File: config.mk
export PLATFORM = sky130hd
export DESIGN_NAME = pipeline_control_unit
export DESIGN_NICKNAME = d
export VERILOG_FILES = /design/src/rtl/arm_pipe_pkg.sv /design/src/rtl/hazard_detect.sv /design/src/rtl/pipeline_control_unit.sv
export SDC_FILE = /design/constraint.sdc
export NUM_CORES = 1
export LEC_CHECK = 0
export CAP_MARGIN = 5
export CORE_ASPECT_RATIO = 0.6
export CORE_MARGIN = 5
export CORE_UTILIZATION = 51
export DETAILED_ROUTE_END_ITERATION = 16
export GPL_ROUTABILITY_DRIVEN = 0
export PLACE_DENSITY = 0.89
export REMOVE_ABC_BUFFERS = 1
export SYNTH_ARGS = -nofsm -noshare
export SYNTH_HDL_FRONTEND = slang
export SYNTH_SLANG_ARGS = --single-unit
File: constraint.sdc
create_clock -name clk -period 4 [get_ports clk]
set_input_delay 0.8 -clock clk [delete_from_list [all_inputs] [get_ports clk]]
set_output_delay 0.8 -clock clk [all_outputs]
set_load 0.01 [all_outputs]
File: src/rtl/arm_pipe_pkg.sv
// Shared types and constants for the ARM pipeline control logic.
// Memory-wait FSM state encoding and default timeout live here.
package arm_pipe_pkg;

   typedef enum logic [1:0] {
      M_IDLE,
      M_WAIT,
      M_ERROR
   } mem_state_t;

   localparam int unsigned REG_W           = 4;
   localparam int unsigned TIMEOUT_DEFAULT = 255;

endpackage

File: src/rtl/hazard_detect.sv
// Combinational RAW hazard check for one ID-stage source operand against the
// in-flight EXE and MEM writebacks.
module hazard_detect
   import arm_pipe_pkg::*;
(
   input  logic [REG_W-1:0] src,
   input  logic             use_src,
   input  logic [REG_W-1:0] exe_dest,
   input  logic             exe_wb_en,
   input  logic             exe_mem_read,
   input  logic [REG_W-1:0] mem_dest,
   input  logic             mem_wb_en,
   input  logic             forward_en,
   output logic             hazard
);

   logic exe_hit;
   logic mem_hit;

   always_comb begin
      // A load result cannot be forwarded out of EXE, so it stalls even with forwarding on.
      exe_hit = exe_wb_en & (src == exe_dest) & (~forward_en | exe_mem_read);
      mem_hit = ~forward_en & mem_wb_en & (src == mem_dest);
      hazard  = use_src & (exe_hit | mem_hit);
   end

endmodule

File: src/rtl/pipeline_control_unit.sv
// Stall/flush sequencer: RAW hazards, taken branches and a memory-wait FSM
// with sticky timeout, plus a saturating stall counter.
module pipeline_control_unit
   import arm_pipe_pkg::*;
#(
   parameter int unsigned TIMEOUT = TIMEOUT_DEFAULT,
   parameter int unsigned CNT_W   = 16
) (
   input  logic             clk,
   input  logic             rst,
   input  logic [REG_W-1:0] src1,
   input  logic [REG_W-1:0] src2,
   input  logic             use_src1,
   input  logic             use_src2,
   input  logic [REG_W-1:0] exe_dest,
   input  logic             exe_wb_en,
   input  logic             exe_mem_read,
   input  logic [REG_W-1:0] mem_dest,
   input  logic             mem_wb_en,
   input  logic             forward_en,
   input  logic             branch_taken,
   input  logic             mem_req,
   input  logic             mem_ready,
   output logic             freeze_pc,
   output logic             freeze_if2id,
   output logic             flush_if2id,
   output logic             flush_id2exe,
   output logic             freeze_pipe,
   output logic             mem_timeout,
   output logic [CNT_W-1:0] stall_count
);

   localparam int unsigned WAIT_W = $clog2(TIMEOUT + 1);
   localparam logic [WAIT_W-1:0] WAIT_LAST = WAIT_W'(TIMEOUT - 1);

   logic hz1;
   logic hz2;
   logic hazard;
   logic mem_stall;

   mem_state_t        state_q, state_d;
   logic [WAIT_W-1:0] wait_q, wait_d;
   logic              timeout_q, timeout_d;
   logic [CNT_W-1:0]  stall_q, stall_d;

   hazard_detect u_hz1 (
      .src          (src1),
      .use_src      (use_src1),
      .exe_dest     (exe_dest),
      .exe_wb_en    (exe_wb_en),
      .exe_mem_read (exe_mem_read),
      .mem_dest     (mem_dest),
      .mem_wb_en    (mem_wb_en),
      .forward_en   (forward_en),
      .hazard       (hz1)
   );

   hazard_detect u_hz2 (
      .src          (src2),
      .use_src      (use_src2),
      .exe_dest     (exe_dest),
      .exe_wb_en    (exe_wb_en),
      .exe_mem_read (exe_mem_read),
      .mem_dest     (mem_dest),
      .mem_wb_en    (mem_wb_en),
      .forward_en   (forward_en),
      .hazard       (hz2)
   );

   assign hazard    = hz1 | hz2;
   assign mem_stall = mem_req & ~mem_ready;

   // Priority: memory freeze, then branch flush, then hazard stall.
   always_comb begin
      case (state_q)
         M_IDLE, M_WAIT: freeze_pipe = mem_stall;
         M_ERROR:        freeze_pipe = 1'b1;
         default:        freeze_pipe = 1'b0;
      endcase

      freeze_pc    = 1'b0;
      freeze_if2id = 1'b0;
      flush_if2id  = 1'b0;
      flush_id2exe = 1'b0;
      if (!freeze_pipe) begin
         if (branch_taken) begin
            flush_if2id  = 1'b1;
            flush_id2exe = 1'b1;
         end else if (hazard) begin
            freeze_pc    = 1'b1;
            freeze_if2id = 1'b1;
            flush_id2exe = 1'b1;
         end
      end
   end

   always_comb begin
      state_d   = state_q;
      wait_d    = wait_q;
      timeout_d = timeout_q;
      case (state_q)
         M_IDLE: begin
            wait_d = '0;
            if (mem_stall) begin
               state_d = M_WAIT;
               wait_d  = WAIT_W'(1);
            end
         end
         M_WAIT: begin
            if (!mem_req || mem_ready) begin
               state_d = M_IDLE;
               wait_d  = '0;
            end else if (wait_q == WAIT_LAST) begin
               // This edge closes the TIMEOUT-th consecutive frozen cycle.
               state_d   = M_ERROR;
               timeout_d = 1'b1;
            end else begin
               wait_d = wait_q + 1'b1;
            end
         end
         M_ERROR: begin
         end
         default: begin
            state_d = M_IDLE;
            wait_d  = '0;
         end
      endcase

      stall_d = stall_q;
      if ((freeze_pc || freeze_pipe) && (stall_q != {CNT_W{1'b1}})) begin
         stall_d = stall_q + 1'b1;
      end
   end

   always_ff @(posedge clk or negedge rst) begin
      if (!rst) begin
         state_q   <= M_IDLE;
         wait_q    <= '0;
         timeout_q <= 1'b0;
         stall_q   <= '0;
      end else begin
         state_q   <= state_d;
         wait_q    <= wait_d;
         timeout_q <= timeout_d;
         stall_q   <= stall_d;
      end
   end

   assign mem_timeout = timeout_q;
   assign stall_count = stall_q;

endmodule
# After elaboration in Yosys (flattened, before gate mapping)
# Cells that the tools add are included.
# word_totals
word_cells,60
output_inout_bits,22
register_bits,27
in_bits,27
# op_classes
eq_ne,11
add_sub_neg,2
bitwise,18
mux,16
n_reduce_logical,9
# op_table
cell,count
one-hot mux 8 bit (3 select lines),1
adder 16 x 1 -> 16 bit (second input constant),1
equality test 4 bit,4
two-way mux 8 bit,2
!= test 16 bit (second input constant),1
AND 1 bit,10
adder 8 x 1 -> 8 bit (second input constant),1
equality test 8 bit (second input constant),1
two-way mux 1 bit,8
two-way mux 2 bit,3
!= test 3 bit (second input constant),2
one-hot mux 2 bit (3 select lines),1
AND reduction 3 bit,2
inverter 1 bit,4
bitwise OR 1 bit,4
equality test 2 x 1 -> 1 bit (second input constant),1
equality test 2 bit (second input constant),1
logical NOT 2 bit,1
logical OR 1 bit,2
!= test 2 bit (second input constant),1
one-hot mux 1 bit (2 select lines),1
AND reduction 2 bit,1
OR reduction 2 bit,1
logical AND 1 bit,1
logical NOT 1 bit,1

# Depth between registers and ports, before layout
# Gate-level depths: netlist (run 1).
# depth
ltp_word,11
mapped_depth,9
ltp_nobuf,9

# Modules after synthesis
# From an unflattened synthesis (run 1), not the netlist that was laid out.
# unflattened
cells_unflattened,172
hier_area_um2,1676.6
# by_module_without_submodules
mod,instances,cells_each,area_per_inst_um2,seq_area_each_um2
pipeline_control_unit,1,144,1461.4,675.6
hazard_detect,2,14,107.6,0.0

# Worst setup path before layout (run 1)
# OpenSTA, ideal clock, no wires.
# synth_path
kind,in2out
startpoint,in src1[1]
endpoint,out freeze_pc
required_time_ns,3.200
path_slack_ns,0.951
arrival_ns,2.249
path_buffers,2
stages,8
path_cell_list,xnor2_1 nand2_1 nor3_1 nand3_1 a31oi_2 buf_2 nor2b_1 buf_4
# synth_via
elab_chain_len,9
# synth_rtl
item,line_no,text
from (decl),pipeline_control_unit.sv:11,"input logic [REG_W-1:0] src1,"
equality test 4 bit,hazard_detect.sv:22,exe_hit = exe_wb_en & (src == exe_dest) & (~forward_en | exe_mem_read);
AND 1 bit (2 in a row),hazard_detect.sv:22,
bitwise OR 1 bit *,hazard_detect.sv:24,hazard = use_src & (exe_hit | mem_hit);
AND 1 bit *,hazard_detect.sv:24,
bitwise OR 1 bit *,pipeline_control_unit.sv:70,assign hazard = hz1 | hz2;
two-way mux 1 bit * (3 in a row),n/a,
to (decl),pipeline_control_unit.sv:24,"output logic freeze_pc,"
# Every way passes the cells marked *; elsewhere a longest branch is shown, timed or not.

# Worst setup path after layout (run 1)
# layout_path
startpoint,in exe_dest[1]
endpoint,out freeze_if2id
# layout_via
elab_chain_len,9
# layout_rtl
item,line_no,text
from (decl),pipeline_control_unit.sv:15,"input logic [REG_W-1:0] exe_dest,"
equality test 4 bit,hazard_detect.sv:22,
AND 1 bit (2 in a row),hazard_detect.sv:22,
bitwise OR 1 bit,hazard_detect.sv:24,
AND 1 bit,hazard_detect.sv:24,
bitwise OR 1 bit *,pipeline_control_unit.sv:70,
two-way mux 1 bit *,pipeline_control_unit.sv:89,end else if (hazard) begin
two-way mux 1 bit *,pipeline_control_unit.sv:86,if (branch_taken) begin
two-way mux 1 bit *,pipeline_control_unit.sv:85,if (!freeze_pipe) begin
to (decl),pipeline_control_unit.sv:25,"output logic freeze_if2id,"
# Marks and branches as above.

==> results.json, run 1 <==
{
  "status": "finished clean",
  "drt_drc_violations_left": 0,
  "htreeDepth": 1,
  "die_y_microns": 54.2,
  "reg2regPathDepth": 7,
  "viasPerCell": 5.49,
  "rsz0062_at_grt": "no",
  "n_antenna_cell": 0,
  "drtAntennaViolNets": 0,
  "ys_seq_elements": 27,
  "clockRootBuffer": "clkbuf_8",
  "ys_warn_count": 0,
  "die_area_sq_mm": 0.00454,
  "place_hpwl_microns": 3210,
  "fin_setup_tns_ns": 0,
  "fin_crit_ns": 3.77,
  "clock_skew_ns": 0.00900,
  "ys_types": 40,
  "drv_slew": 0,
  "io_buffers": 48,
  "startpoint_type": "input pin",
  "ir_drop_mv": 0.282,
  "netlist.area_leader.share_pct": 40.7,
  "endpoint_kind": "primary output",
  "grt_max_degree": 28,
  "period_share_pct": 94.4,
  "cts_buffers": 3,
  "synth.avg_cell_area_sq_um": 9.66,
  "syn2layout_area_growth_pct": 34.1,
  "io_pins": 49,
  "cts_tree": "done",
  "max_cap_viol_count": 0,
  "clk_latency_ns": 0.28,
  "cts_setup_buffers": 0,
  "p_leak_nw": 0.902,
  "cts_sinks": 27,
  "ys_seq_area_share_pct": 40.7,
  "hold_depth": 1,
  "core_sq_mm": 0.00320,
  "ys_top_cells_by_area": "dfrtp_1 41%, xnor2_1 8.4%, xor2_1 7.9%",
  "hold_buffers": 0,
  "path_max_fanout": 2,
  "max-clock-path-buffers": 2,
  "maxSlewHeadroom_pct": 64.1,
  "nFillCells": 245,
  "first_pass_iters": 4,
  "antenna_found_initial": 0,
  "cp_data_arrival_time_ns": 2.97,
  "synth_cells": 172,
  "async_flop_share_pct": 100,
  "die_w_microns": 83.7,
  "wl_per_cell_microns": 15.9,
  "initialDrtViolationCount": 156,
  "grt_overflow_total": 0,
  "setup_viol": 0,
  "hp-class": "reg2reg",
  "required_ns": 3.20,
  "start_util_pct": 51.9,
  "vias": 1456,
  "power_density_mw_per_mm2": 329,
  "cts_resized": 0,
  "final_nets": 251,
  "power.total_w": 0.000733,
  "drive_gt1_share_pct": 8.64,
  "ys.flop_type": "dfrtp_1",
  "grt_pass1_wl_microns": 7040,
  "setup.worst_path.class": "in2out",
  "row_count": 16,
  "synth_largest_area_cell": "dfrtp_1",
  "hold_viol": 0,
  "track_usage_pct": 19.8,
  "path_clk_slew_ns": 0.10,
  "synth_edf_count": 0,
  "routed_wl_microns": 4210,
  "tightest_slew_ns": 0.538,
  "netlist_area_sq_mm": 0.00166,
  "first_global_vias": 1430,
  "fmax_ghz": 0.265
}
[layer usage]
metal / track usage (%) / wire length (microns) / vias to the layer above
met5: 1.14 / 0 / -
met3: 5.41 / 275 / 8
met1: 28.5 / 2030 / 696
met4: 4.28 / 57 / 0
li1: - / - / 704
met2: 30.2 / 1850 / 48
[layout make-up]
cell class	count	area [sq um]	share of cell area, %
clock buffers	3	41.3	1.85
clock inverters	1	7.51	0.337
inverters	4	15.0	0.674
multi-input cells	134	930	41.7
flip-flops and latches	27	676	30.3
well taps	45	56.3	2.53
repair buffers	51	503	22.6
[stage by stage]
stage               utilization (%)  setup WS, ns  hold slack, ns  area, sq um  std cells
global route                   69.6        0.0981           0.526         2230        265
finish                         69.6         0.226           0.501         2230        265
detailed placement             68.0         0.298           0.470         2180        261
floorplan                         -          1.03           0.504         1620        165
CTS                            69.6         0.254           0.499         2230        265
global placement               68.0         0.310           0.461         2180        261
[synth_stat cells (3+ instances only)]
library cell  count
a21oi_1           4
and3_1            5
buf_2             3
dfrtp_1          27
ha_1              3
inv_1             4
mux2_2            5
nand2_1          14
nand3_1           9
nand4_1           4
nor2_1           13
nor2b_1           4
nor3_1            4
o2111ai_1         3
o211ai_1          5
o21ai_0           6
xnor2_1          16
xor2_1           15
[cell usage in the layout, fill, tap and decap left out, types with 2 or more instances in the layout]
cell and count:
mux2_2 5, o211ai_1 5, a31oi_1 2, nor2_1 13
xor2_1 15, nand3_1 9, o2111ai_1 3, clkdlybuf4s50_1 48
o21a_1 2, xnor2_1 16, a21oi_1 4, nor3_1 4
nand2_1 14, dfrtp_1 27, o22a_1 2, nor2b_1 4
o21ai_0 6, inv_1 4, clkbuf_8 3, nand4_1 4
or3_1 2, a32o_1 2, ha_1 3, and3_1 5
buf_4 3
[worst max-delay path, cell delays in order]
cell and delay, ns:
clkdlybuf4s50_1 0.52, xnor2_1 0.13, nand2_1 0.07, nor3_1 0.18, nand3_1 0.14, a31oi_2 0.26, nor2b_1 0.27, clkdlybuf4s50_1 0.59
[path summary, 6_finish.rpt]
| path | startpoint | endpoint | slack (ns) |
|---|---|---|---|
| max | exe_dest[1] | freeze_if2id | 0.23 |
| max in group asynchronous | rst | stall_count[7] | 2.86 |
| max reg2reg | stall_count[0] | stall_count[4] | 1.73 |
| min reg2reg | mem_timeout | mem_timeout | 0.50 |
| min in group asynchronous | rst | wait_q[2] | 0.88 |
| min | mem_timeout | mem_timeout | 0.50 |
[logic make-up after synthesis]
group,synth area share [%]
compound gates,13.4
xor+xnor,16.3
fa+ha+maj,2.26
buf+inv,3.39
flops,40.7
mux,3.39
simple gates,20.6
[where the power goes]
| part | switching, W | internal (W) |
|---|---|---|
| logic | 0.0000906 | 0.000130 |
| clock network | 0.0000898 | 0.0000708 |
| registers | 0.0000465 | 0.000305 |
| total | 0.000227 | 0.000506 |
[sequential cells by signal, indices dropped and copies added, names as in the netlist]
register,count
wait_q,8
mem_timeout,1
state_q,2
stall_count,16
Note: power is estimated with default switching activity, not from simulation.
==> inputs of run 2 (changes only) <==
--- a/config.mk
+++ b/config.mk
@@ -6,9 +6,11 @@
 export NUM_CORES = 1
 export LEC_CHECK = 0
 export CAP_MARGIN = 5
+export CELL_PAD_IN_SITES_DETAIL_PLACEMENT = 1
+export CELL_PAD_IN_SITES_GLOBAL_PLACEMENT = 1
 export CORE_ASPECT_RATIO = 0.6
 export CORE_MARGIN = 5
-export CORE_UTILIZATION = 51
+export CORE_UTILIZATION = 38
 export DETAILED_ROUTE_END_ITERATION = 16
 export GPL_ROUTABILITY_DRIVEN = 0
 export PLACE_DENSITY = 0.89
==> results.json, run 2 (synthesized netlist as in run 1, its figures left out) <==
{
  "status": "finished clean",
  "drtAntennaViolNets": 0,
  "cp_data_arrival_time_ns": 3.01,
  "top_layer_used": "met4",
  "routed_wl_microns": 4890,
  "clock_skew_ns": 0.00574,
  "met2WireLength_microns": 2280,
  "drt_drc_violations_left": 0,
  "clockRootBuffer": "clkbuf_8",
  "numPlacedInstances": 277,
  "maxSlewHeadroom_pct": 67.5,
  "io_pins": 49,
  "path_clk_slew_ns": 0.09,
  "vias": 1484,
  "cts_resized": 0,
  "hold_viol": 0,
  "p_leak_nw": 0.908,
  "viasPerCell": 5.28,
  "antenna_found_initial": 0,
  "syn2layout_area_growth_pct": 35.5,
  "cts_buffers": 3,
  "cts_tree": "done",
  "clk_latency_ns": 0.27,
  "mostFrequentLayoutCells": "48 x clkdlybuf4s50_1, 27 x dfrtp_1, 16 x xnor2_1, 15 x xor2_1, 14 x nand2_1",
  "fin_crit_ns": 3.81,
  "power_density_mw_per_mm2": 325,
  "tightest_slew_ns": 0.485,
  "period_share_pct": 95.3,
  "final_nets": 252,
  "track_usage_pct": 17.9,
  "hold_buffers": 0,
  "place_hpwl_microns": 3910,
  "nFillCells": 485,
  "grt_max_degree": 28,
  "first_pass_iters": 4,
  "worstReg2RegStart": "stall_count[0]",
  "cts_sinks": 27,
  "hp-class": "reg2reg",
  "cts_setup_buffers": 0,
  "fin_setup_tns_ns": 0,
  "grt_overflow_total": 0,
  "startpoint_type": "input pin",
  "core_sq_mm": 0.00417,
  "holdCritStartpoint": "mem_timeout",
  "htreeDepth": 1,
  "die_w_microns": 95.4,
  "first_global_vias": 1532,
  "layout_commonest_cell": "clkdlybuf4s50_1",
  "max-clock-path-buffers": 2,
  "wl_per_cell_microns": 17.4,
  "crit_start": "exe_dest[1]",
  "drv_slew": 0,
  "setup_viol": 0,
  "wl_met1_microns": 2420,
  "initialDrtViolationCount": 75,
  "post_dp_cell_area_sq_mm": 0.00221,
  "drive_gt1_share_pct": 8.60,
  "path_max_fanout": 2,
  "io_buffers": 48,
  "rsz0062_at_grt": "no",
  "final_cell_area_sq_mm": 0.00225,
  "setup.worst_path.class": "in2out",
  "largest_reg_flops": 16,
  "row_count": 18,
  "required_ns": 3.20,
  "fmax_ghz": 0.262,
  "max_cap_viol_count": 0,
  "ir_drop_mv": 0.246,
  "power.total_w": 0.000732,
  "grt_pass1_wl_microns": 8060,
  "endpoint_kind": "primary output",
  "die_area_sq_mm": 0.00584,
  "final_cell_count_no_fill": 281,
  "fin_util_pct": 54.0,
  "n_antenna_cell": 0,
  "dr_wl_met3_microns": 182,
  "die_y_microns": 61.2,
  "start_util_pct": 39.9
}
[run 2: cell count changes in the layout (fill, tap and decap cells not counted)]
cell        delta
clkinvlp_4     -1
clkbuf_1       +1
buf_4          +1
[run 2: worst paths after layout]
| check | endpoint | slack (ns) | cells after the start |
|---|---|---|---|
| max | freeze_pc | 0.19 | 8 |
| min | mem_timeout | 0.49 | 1 |
| max reg2reg | stall_count[2] | 1.69 | 7 |
| min reg2reg | mem_timeout | 0.49 | 1 |
| max in group asynchronous | stall_count[8] | 2.84 | 2 |
| min in group asynchronous | stall_count[14] | 0.90 | 2 |
[run 2: worst max-delay path, cell delays in order]
cell	delay (ns)
clkdlybuf4s50_1	0.52
xnor2_1	0.13
nand2_1	0.09
nor3_1	0.18
nand3_1	0.12
a31oi_2	0.28
nor2b_1	0.29
clkdlybuf4s50_1	0.59
[run 2: metrics by stage]
step                worst slack (ns)  hold slack [ns]
CTS                            0.194            0.491
floorplan                       1.03            0.504
detailed placement             0.239            0.462
global placement               0.202            0.466
global route                  0.0448            0.508
finish                         0.190            0.491
[run 2: cell type report]
cell class              count  area, sq um  share of cell area (%)
flip-flops and latches     27          676                    30.0
repair buffers             52          510                    22.7
multi-input cells         134          930                    41.3
clock buffers               4         45.0                    2.00
inverters                   4         15.0                   0.667
well taps                  60         75.1                    3.34
[run 2: per-layer routing]
layer,vias to the layer above,global-route usage (%)
li1,708,-
met1,749,26.3
met4,0,1.85
met5,-,0
met2,25,28.6
met3,2,3.42
[run 2: report_power, final]
| group | switching, W | internal, W |
|---|---|---|
| clock network | 0.0000858 | 0.0000715 |
| registers | 0.0000451 | 0.000305 |
| logic | 0.0000936 | 0.000131 |
